## src/rtl/jtkunio_pkg.sv

```systemverilog
// Shared constants and types for the Kunio scroll ROM slot.
package jtkunio_pkg;

  localparam int SCR_AW   = 17;
  localparam int SDRAM_AW = 22;

  localparam logic [SDRAM_AW-1:0] SCR_BASE = 22'h0;

  typedef enum logic [1:0] {
    ST_IDLE,
    ST_REQ,
    ST_BEAT0,
    ST_BEAT1
  } romslot_st_e;

endpackage

```

## src/rtl/jtkunio_romslot_cache2.sv

```systemverilog
// Two-entry line cache: tag/valid/data storage, hit compare and LRU victim pointer.
module jtkunio_romslot_cache2 (
  input  logic        clk,
  input  logic        rst_n,
  input  logic        lk_en,
  input  logic [15:0] lk_tag,
  input  logic        fill_en,
  input  logic [15:0] fill_tag,
  input  logic [31:0] fill_data,
  output logic        hit,
  output logic [31:0] hit_data,
  output logic        victim
);

  logic [1:0][15:0] tag_q, tag_d;
  logic [1:0][31:0] dat_q, dat_d;
  logic [1:0]       vld_q, vld_d;
  logic             lru_q, lru_d;
  logic [1:0]       hit_vec;
  logic             hit_idx;

  // Lookup against both entries
  always_comb begin
    hit_vec[0] = lk_en && vld_q[0] && (tag_q[0] == lk_tag);
    hit_vec[1] = lk_en && vld_q[1] && (tag_q[1] == lk_tag);
    hit        = |hit_vec;
    hit_idx    = hit_vec[1];
    hit_data   = dat_q[hit_idx];
    victim     = lru_q;
  end

  // Storage update; a fill in the same cycle as a hit takes priority for LRU
  always_comb begin
    tag_d = tag_q;
    dat_d = dat_q;
    vld_d = vld_q;
    lru_d = lru_q;
    if (hit) lru_d = ~hit_idx;
    if (fill_en) begin
      tag_d[lru_q] = fill_tag;
      dat_d[lru_q] = fill_data;
      vld_d[lru_q] = 1'b1;
      lru_d        = ~lru_q;
    end
  end

  // Cache state registers
  always_ff @(posedge clk or negedge rst_n) begin
    if (!rst_n) begin
      tag_q <= '0;
      dat_q <= '0;
      vld_q <= '0;
      lru_q <= 1'b0;
    end else begin
      tag_q <= tag_d;
      dat_q <= dat_d;
      vld_q <= vld_d;
      lru_q <= lru_d;
    end
  end

endmodule

```

## src/rtl/jtkunio_scr_romslot.sv

```systemverilog
// Scroll-layer ROM responder: serves hits from a 2-entry cache, turns misses
// into two-beat SDRAM reads and forwards the fill data when still wanted.
module jtkunio_scr_romslot
  import jtkunio_pkg::*;
#(
  parameter logic [21:0] BASE = SCR_BASE
) (
  input  logic        clk,
  input  logic        rst_n,
  input  logic        rom_cs,
  input  logic [16:0] rom_addr,
  output logic [31:0] rom_data,
  output logic        rom_ok,
  output logic [21:0] sdram_addr,
  output logic        sdram_req,
  input  logic        sdram_ack,
  input  logic        sdram_dst,
  input  logic [15:0] sdram_din,
  input  logic        sdram_rdy
);

  romslot_st_e st_q, st_d;
  logic [15:0] pend_tag_q, pend_tag_d;
  logic [15:0] low_q, low_d;
  logic        req_q, req_d;
  logic [21:0] addr_q, addr_d;
  logic        ok_q, ok_d;
  logic [31:0] data_q, data_d;

  logic [15:0] lk_tag;
  logic        hit;
  logic [31:0] hit_data;
  logic        victim;
  logic        fill_en;
  logic [31:0] fill_data;

  assign lk_tag    = rom_addr[16:1];
  assign fill_en   = (st_q == ST_BEAT1) && sdram_dst && sdram_rdy;
  assign fill_data = {sdram_din, low_q};

  jtkunio_romslot_cache2 u_cache (
    .clk      (clk),
    .rst_n    (rst_n),
    .lk_en    (rom_cs),
    .lk_tag   (lk_tag),
    .fill_en  (fill_en),
    .fill_tag (pend_tag_q),
    .fill_data(fill_data),
    .hit      (hit),
    .hit_data (hit_data),
    .victim   (victim)
  );

  // Fetch FSM, SDRAM handshake and rom_data/rom_ok selection
  always_comb begin
    st_d       = st_q;
    pend_tag_d = pend_tag_q;
    low_d      = low_q;
    req_d      = req_q;
    addr_d     = addr_q;
    data_d     = data_q;
    ok_d       = 1'b0;
    case (st_q)
      ST_IDLE: begin
        if (rom_cs && !hit) begin
          pend_tag_d = lk_tag;
          addr_d     = BASE + {5'd0, rom_addr};
          req_d      = 1'b1;
          st_d       = ST_REQ;
        end
      end
      ST_REQ: begin
        if (sdram_ack) begin
          req_d = 1'b0;
          st_d  = ST_BEAT0;
        end
      end
      ST_BEAT0: begin
        if (sdram_dst) begin
          low_d = sdram_din;
          st_d  = ST_BEAT1;
        end
      end
      ST_BEAT1: begin
        if (fill_en) st_d = ST_IDLE;
      end
      default: st_d = ST_IDLE;
    endcase
    // The fill bypass wins: the cache entry only becomes visible next cycle
    if (fill_en && rom_cs && (lk_tag == pend_tag_q)) begin
      ok_d   = 1'b1;
      data_d = fill_data;
    end else if (hit) begin
      ok_d   = 1'b1;
      data_d = hit_data;
    end
  end

  // Registered state and outputs
  always_ff @(posedge clk or negedge rst_n) begin
    if (!rst_n) begin
      st_q       <= ST_IDLE;
      pend_tag_q <= '0;
      low_q      <= '0;
      req_q      <= 1'b0;
      addr_q     <= '0;
      ok_q       <= 1'b0;
      data_q     <= '0;
    end else begin
      st_q       <= st_d;
      pend_tag_q <= pend_tag_d;
      low_q      <= low_d;
      req_q      <= req_d;
      addr_q     <= addr_d;
      ok_q       <= ok_d;
      data_q     <= data_d;
    end
  end

  assign rom_data   = data_q;
  assign rom_ok     = ok_q;
  assign sdram_addr = addr_q;
  assign sdram_req  = req_q;

endmodule

```

## config.mk

```make
export PLATFORM = sky130hd
export DESIGN_NAME = jtkunio_scr_romslot
export DESIGN_NICKNAME = d
export VERILOG_FILES = /design/src/rtl/jtkunio_pkg.sv /design/src/rtl/jtkunio_romslot_cache2.sv /design/src/rtl/jtkunio_scr_romslot.sv
export SDC_FILE = /design/constraint.sdc
export NUM_CORES = 1
export LEC_CHECK = 0
export ABC_AREA = 1
export CORE_UTILIZATION = 35
export CTS_CLUSTER_DIAMETER = 50
export DETAILED_ROUTE_END_ITERATION = 16
export HOLD_SLACK_MARGIN = 0.1
export PLACE_DENSITY = 0.56
export SKIP_CTS_REPAIR_TIMING = 1
export SYNTH_ARGS = -nofsm -noshare
export SYNTH_HDL_FRONTEND = slang
export SYNTH_HIERARCHICAL = 1
export SYNTH_SLANG_ARGS = --single-unit
```

## constraint.sdc

```tcl
create_clock -name clk -period 2.6 [get_ports clk]
set_clock_uncertainty 0.05 [all_clocks]
set_input_delay 0.26 -clock clk [delete_from_list [all_inputs] [get_ports clk]]
set_output_delay 0.26 -clock clk [all_outputs]
set_load 0.005 [all_outputs]
```

== Word-level counts from Yosys, hierarchy flattened ==
Index checks and enable logic that the tools add are counted.
W data, S select, Z words.
Word-level totals
  input port bits: 39
  logic and storage cells: 73
  register bits after elaboration: 184
Cells by class
  multiplexer cells: 24
  bitwise gates (word level): 3
  reductions and logical operators: 20
  magnitude comparators: 3
  equal/unequal tests: 10
Operators with widths (number)
  $mux W32: 5
  $bwmux W64: 1
  $eq A16 B16 Y1: 3
  $bwmux W32: 1
  $demux W32 S1: 1
  $demux W16 S1: 1
  $mux W16: 1
  $logic_and A1 B1 Y1: 10
  $mux W2: 4
  $ne A2 B2 Y1 const B: 4
  $pmux W2 S4: 1
  $mux W1: 7
  $reduce_bool A2 Y1: 3
  $eq A2 B2 Y1 const B: 2
  $lt A1 B2 Y1 const B: 2
  $reduce_and A2 Y1: 2
  $reduce_and A4 Y1: 1
  $reduce_and A3 Y1: 1
  $eq A2 B1 Y1 const B: 1
  $logic_not A2 Y1: 1
  $not A1 Y1: 2
  $or A2 B2 Y2: 1
  $pmux W1 S2: 1
  $reduce_or A2 Y1: 1
  other kinds (3): 3

== Logic depth before layout (Yosys ltp) ==
Gate-level depths: netlist of run 1.
  depth after elaboration: 7
  gate-level depth with buffers: 16
  gate-level depth less buffers: 15

== Modules after synthesis ==
Netlist of run 1, hierarchy kept.
Modules (own cells, without submodules)
  jtkunio_romslot_cache2: area each 5099.9 um^2, cells an instance 652, seq. area each 2477.4 um^2, times used 1
  jtkunio_scr_romslot: area each 3658.5 um^2, cells an instance 497, seq. area each 1726.7 um^2, times used 1

== Worst setup path before layout of run 1 ==
No wires, ideal clock.
  path kind: reg2reg
  start point: register u_cache/tag_q[9] in the netlist's numbering
  end point: register pend_tag_q[8]
  arrival time: 1.863 ns
  cell stages (with the launch flop): 13
  path slack: 0.560 ns
  buffers on the path: 2
  period minus slack after synthesis: 2.040 ns
  required time: 2.422 ns
  cells stage by stage: dfrtp_1 or2_2 o21ai_0 nor2_1 nand2_1 nor2_1 nand3_1 nand2_1 clkbuf_1 inv_2 nand3_1 buf_2 mux2_1
On the way
  cells in the longest elaborated chain, start to end: 6
RTL lines
  start, declared: line jtkunio_romslot_cache2.sv:15  | logic [1:0][15:0] tag_q, tag_d;
  start signal, assigned: line jtkunio_romslot_cache2.sv:55  | tag_q <= tag_d;
  $eq A16 B16 Y1: line jtkunio_romslot_cache2.sv:24  | hit_vec[0] = lk_en && vld_q[0] && (tag_q[0] == lk_tag);
  $logic_and A1 B1 Y1: line jtkunio_romslot_cache2.sv:24
  $reduce_or A2 Y1: line jtkunio_romslot_cache2.sv:26  | hit = |hit_vec;
  via hit: line jtkunio_scr_romslot.sv:31  | logic hit;
  $logic_not A1 Y1: line jtkunio_scr_romslot.sv:65  | if (rom_cs && !hit) begin
  $logic_and A1 B1 Y1: line jtkunio_scr_romslot.sv:65
  $reduce_and A2 Y1 (no source line)
  end signal, assigned: line jtkunio_scr_romslot.sv:111  | pend_tag_q <= pend_tag_d;
  end, declared: line jtkunio_scr_romslot.sv:23  | logic [15:0] pend_tag_q, pend_tag_d;
The timed path passes the listed nets, and every way through them passes these cells.
A chain may end at the register's enable or synchronous reset.

== Final worst setup path of run 1 ==
  start point: register u_cache/tag_q[12] in the netlist's numbering
  end point: register pend_tag_q[8]
Same word-level chain as after synthesis.

==> summary.txt, run 1 <==
Status -> finished clean
Via count -> 7307
Internal power -> 6.41 mW
# clock sinks -> 168
PortBufs -> 89
Unrepaired setup endpoints after global routing -> no
Drt wl/cell -> 14.4 µm
Yosys Warn Count -> 6
Top post-synthesis cells by area -> dfrtp_1 (48%), nand2_1 (16%), inv_1 (7.5%)
Remaining global-route overflow -> 0
Max-slew headroom -> 60.7%
Worst Path Arrival -> 2.29 ns
Initial Util -> 35.8%
Maxcap violations -> 0
Ports -> 95
Final hold viol count -> 0
Sequential share of power -> 43.2%
Core footprint -> 0.0245 mm²
Leading area contributor after synthesis -> dfrtp_1
Htree depth -> 4
Synth Cell Area -> 0.00876 mm²
Distinct cell type count after synthesis -> 32
Placement Rows -> 57
CP endpoint kind -> flip-flop
Period utilisation layout -> 78.2%
CTS tree -> done
Area of the die -> 0.0257 mm²
Critical path's slowest cell -> dfrtp_1
Logic gate share of total power -> 28.2%
Final nets -> 1271
Drt drc -> 0
Critical Setup Path Class -> reg -> reg
HPWL after DPL -> 15500 µm
Final Max Tran Viols -> 0
Area grow syn2layout -> 22.9%
Routed wire length -> 22500 µm
Sw Share -> 34.8%
Worst-path cell chain -> xnor2_1 -> nand4_1 -> nor2_1 -> nand3_1 -> nand2_1 -> inv_2 -> nand3_1 -> mux2_1
Routability cong. -> 0.915
Synth Instances -> 1149
Num CTS Buffers -> 17
Most frequent cells in the layout -> nand2_1 (375), inv_1 (174), dfrtp_1 (168)
Syn avg cell area -> 7.62 µm²
LEAKAGE -> 5.48 nW
Clock slew at reported path FFs -> 0.07 ns
# diodes -> 0
Crit path launch type -> flip-flop
DRT Pass-1 Iters -> 5
Fmax -> 492 MHz
Seq/Total Area, Yosys -> 48.0%
Core Util, Final -> 44.0%
Post-DP Area -> 0.0101 mm²
Die Span Y -> 160 µm
Largest net degree at the start of global routing -> 66
Yosys reg bits -> 168
Endpoints failing setup -> 0
GRT Total Usage -> 18.4%
CP peak stage delay -> 0.39 ns
Violation count after the first detailed-route iteration -> 508
Required time worst endpoint -> 2.86 ns
Antenna violations before repair -> 0
Die width -> 160 µm
CP Max Fanout -> 4
Final non-filler cell area -> 0.0108 mm²
DR vias/cell -> 4.67
Commonest non-fill, non-tap cell in the layout -> nand2_1
Peak supply drop -> 0.457 mV
Worst Tran Pin Value -> 0.589 ns
Pwr dens -> 912 mW/mm²
Clock Path Buffers -> 2
P_sw -> 3.41 mW
Post-synth top area share -> 48.0%
Worst Hold Class -> in -> async
DRT antenna net count -> 0
Vias in the first global route -> 6916
First-pass GRT wire length -> 36900 µm
Clk Latency, worst-skew pair -> 0.43 ns
Post-route setup TNS -> 0 ns
Clock power share -> 28.6%
Final min period -> 2.03 ns
Layout cells sized above 1 -> 10.6%
Crit-path most repeated cell -> nand3_1
Root buf cell -> clkbuf_16
[layout make-up]
type	count	area, µm²
Tap cell	324	405
Clock buffer	18	439
Fill cell	2493	13700
Clock inverter	14	211
Inverter	185	694
Sequential cell	168	4200
Multi-Input combinational cell	739	3550
Timing Repair Buffer	117	1250
[critical path: cells and delay by family, from the launching register on]
kind	cells	cell delay, ns
muxes	1	0.35
buffers and inverters	1	0.06
xor gates and xnor gates	1	0.35
DFF	1	0.39
and+or+nand+nor	5	0.71
[registers in the layout, indices dropped and copies added (netlist names)]
register	flops
u_cache/tag_q	32
low_q	16
sdram_req	1
u_cache/vld_q	2
rom_ok	1
st_q	2
sdram_addr	1
u_cache/dat_q	64
pend_tag_q	16
rom_data	32
u_cache/victim	1
[metrics by stage]
stage          hold WS [ns]  power (mW)  cells  setup slack (ns)
2_1_floorplan       -0.0856        5.99   1153             0.560
3_3_place_gp          0.233        6.98   1532             0.145
3_5_place_dp          0.232        7.05   1532             0.149
4_1_cts              -0.239        9.91   1564             0.572
5_1_grt               0.381        10.6   1565             0.377
6_report              0.322        9.82   1565             0.568
[power by group through the flow]
stage	registers, mW	logic (mW)	clock network [mW]
after floorplan	4.10	1.89	0
after global placement	4.26	2.72	0
after detailed placement	4.28	2.77	0
after CTS	4.25	2.79	2.88
after global routing	4.37	3.21	2.98
final	4.24	2.77	2.81
[path summary, 6_finish.rpt]
kind / from / to / slack [ns] / depth (start not counted)
min in group clk: sdram_din[0] / u_cache/dat_q[48] / 0.39 / 3
min: rst_n / pend_tag_q[2] / 0.32 / 2
max in group asynchronous: rst_n / u_cache/dat_q[4] / 1.47 / 3
max reg2reg: u_cache/tag_q[12] / pend_tag_q[8] / 0.57 / 8
min reg2reg: u_cache/dat_q[17] / u_cache/dat_q[17] / 0.43 / 2
max: u_cache/tag_q[12] / pend_tag_q[8] / 0.57 / 8
[kinds of logic (layout without fill, tap and decap cells)]
kind of cell | count (synthesis) | after routing | synth area share (%)
flops | 168 | 168 | 48.0
compound gates | 176 | 176 | 11.6
other cells | 1 | 5 | 0.0428
fa+ha+maj | 4 | 4 | 0.571
xor+xnor | 12 | 12 | 1.20
simple gates | 539 | 539 | 26.5
mux | 3 | 3 | 0.386
buf+inv | 246 | 334 | 11.7
[layer usage]
layer  wire length [µm]  share of wire, %  GRT usage [%]
met5                  0                 0              0
met4                377               1.7           5.97
met3                950               4.2           3.17
met2              10000                45           27.8
met1              11200                50           26.5
[synthesized netlist by cell type (all sizes together)]
master and n:
buf 36, mux2 3, nor2 66, nand3 46
or2 3, a21oi 36, a21o 1, conb 1
clkbuf 25, and3 1, dfrtp 168, nor3 4
nor3b 1, xnor2 12, o21ai 135, o2111ai 1
nand2 378, ha 4, o211ai 3, inv 185
nand4 40
Note: power is estimated with default switching activity, not from simulation.
==> run 2: changes to the inputs <==
Settings changed: PLACE_DENSITY 0.56 to 0.58.
Clock period 2.6 ns to 1.65 ns, I/O delays scaled along.
==> run 2 against run 1 <==
  * The flow now finishes with violations (negative setup slack)
  * Fmax up 5.4%
  * Sequential power up 58%
  * Non-clock buffer count up 110
  * Power up 70%
  * First-iteration DRC count up 18%
  * Count of clock-buffer cells in the layout down 1
  * Final area up 15%
  * Hold slack worse by 0.19 ns
  * Critical path depth up 3
  * Die area unchanged
  * Largest cell class unchanged
  * Sequential share of layout area down 5.0 points
  * Critical endpoint is now pend_tag_q[15]
  * Clock power up 41%
==> summary.txt, run 2 (synthesis gave the netlist of run 1 again) <==
Multi-input logic area -> 0.00393 mm²
DR vias/cell -> 4.75
Crit path launch type -> flip-flop
Final non-filler cell total -> 1675
CP Launch Point -> u_cache/tag_q[26]
Drt drc -> 0
DP Worst Slack -> -0.668 ns
Routability cong. -> 0.884
Placement Rows -> 57
GRT Total Usage -> 18.4%
DRT Pass-1 Iters -> 5
Period utilisation layout -> 117%
Clock slew at reported path FFs -> 0.08 ns
CP Max Fanout -> 8
R2r startpoint -> u_cache/tag_q[26]
Drt wl/cell -> 15.7 µm
Layer with the highest usage -> met2
Status -> complete, but fails checks
CP endpoint kind -> flip-flop
# clock sinks -> 168
Maxcap violations -> 0
Peak supply drop -> 0.607 mV
Pwr dens -> 1350 mW/mm²
Final hold viol count -> 0
PortBufs -> 89
Initial Util -> 35.8%
Final min period -> 1.93 ns
DRT antenna net count -> 0
Remaining global-route overflow -> 0
Register Area -> 0.00420 mm²
Failing checks -> negative setup slack
Ports -> 95
Area of the die -> 0.0257 mm²
Htree depth -> 4
Critical Setup Path Class -> reg -> reg
Max FFs per register -> 64
Final nets -> 1381
Root buf cell -> clkbuf_16
Fmax -> 518 MHz
Worst-path cell chain -> inv_1 -> nand2_1 -> nand2_1 -> nor2_2 -> nand4_1 -> nor2_1 -> nand3_1 -> nand2_4 -> inv_8 -> nand3_4 -> mux2_4
Clock Path Buffers -> 2
First-pass GRT wire length -> 37700 µm
Largest net degree at the start of global routing -> 57
Final WS setup -> -0.279 ns
Top reg by flops -> u_cache/dat_q
CP peak stage delay -> 0.39 ns
Endpoints failing setup -> 54
Met2 usage in global routing -> 27.5%
Worst Path Arrival -> 2.20 ns
Violation count after the first detailed-route iteration -> 601
WHS -> 0.133 ns
Buf/Inv on CP -> 2
Commonest non-fill, non-tap cell in the layout -> nand2_1
Final Max Tran Viols -> 0
Num CTS Buffers -> 17
Crit-path most repeated cell -> nand2_1
Vias in the first global route -> 7222
Clk Latency, worst-skew pair -> 0.44 ns
Routed wire length -> 26300 µm
Layout cells sized above 1 -> 23.3%
Placed cells -> 1607
Unrepaired setup endpoints after global routing -> yes
Fillcell total -> 2307
Met1 global-route usage -> 27.2%
R2R depth -> 11
Area grow syn2layout -> 41.0%
Post-route setup TNS -> -11.18 ns
Antenna violations before repair -> 0
Core footprint -> 0.0245 mm²
Via count -> 7964
HPWL after DPL -> 15900 µm
Die Span Y -> 160 µm
Worst Hold Class -> in -> async
Most frequent cells in the layout -> nand2_1 (345), inv_1 (173), dfrtp_1 (168)
Die width -> 160 µm
Global-route met3 utilization -> 3.01%
Overall Power -> 16.7 mW
Family with the most delay on the worst path -> simple AND/OR/NAND/NOR gates
Critical Path Stages -> 11
LEAKAGE -> 6.44 nW
Critical path's slowest cell -> dfrtp_1
CTS tree -> done
Required time worst endpoint -> 1.92 ns
# diodes -> 0
run 2: layer usage:
layer | wire length [µm] | up-vias | part of all wire, %
met5 | 0 | - | 0
met4 | 505 | 0 | 1.9
met3 | 1120 | 36 | 4.3
met2 | 12000 | 211 | 45
met1 | 12700 | 3771 | 48
li1 | - | 3946 | -
run 2: power breakdown:
group,total (mW),leakage (nW),switching [mW],internal [mW]
logic,6.08,3.98,3.08,3.00
registers,6.69,2.17,1.16,5.53
clock network,3.95,0.284,1.93,2.02
total,16.7,6.44,6.16,10.5
run 2: layout make-up:
type	instances	share of cell area, %
flip-flops and latches	168	34.0
clock inverters	15	1.25
inverters	185	5.68
multi-input cells	739	31.8
clock buffers	17	3.44
well taps	324	3.28
repair buffers	227	20.5
run 2: path summary, 6_finish.rpt:
check | endpoint | slack [ns]
worst max-delay path | pend_tag_q[15] | -0.28
worst min-delay path | pend_tag_q[7] | 0.13
worst max register to register | pend_tag_q[15] | -0.28
worst min register to register | u_cache/dat_q[18] | 0.44
max in group asynchronous | rom_data[13] | 0.84
min in group clk | pend_tag_q[3] | 0.16
run 2: metrics by stage:
step	util, %	instance area, µm²
2_1_floorplan	-	8860
3_3_place_gp	44.0	10800
3_5_place_dp	44.0	10800
4_1_cts	46.3	11300
5_1_grt	50.5	12300
6_report	50.5	12300
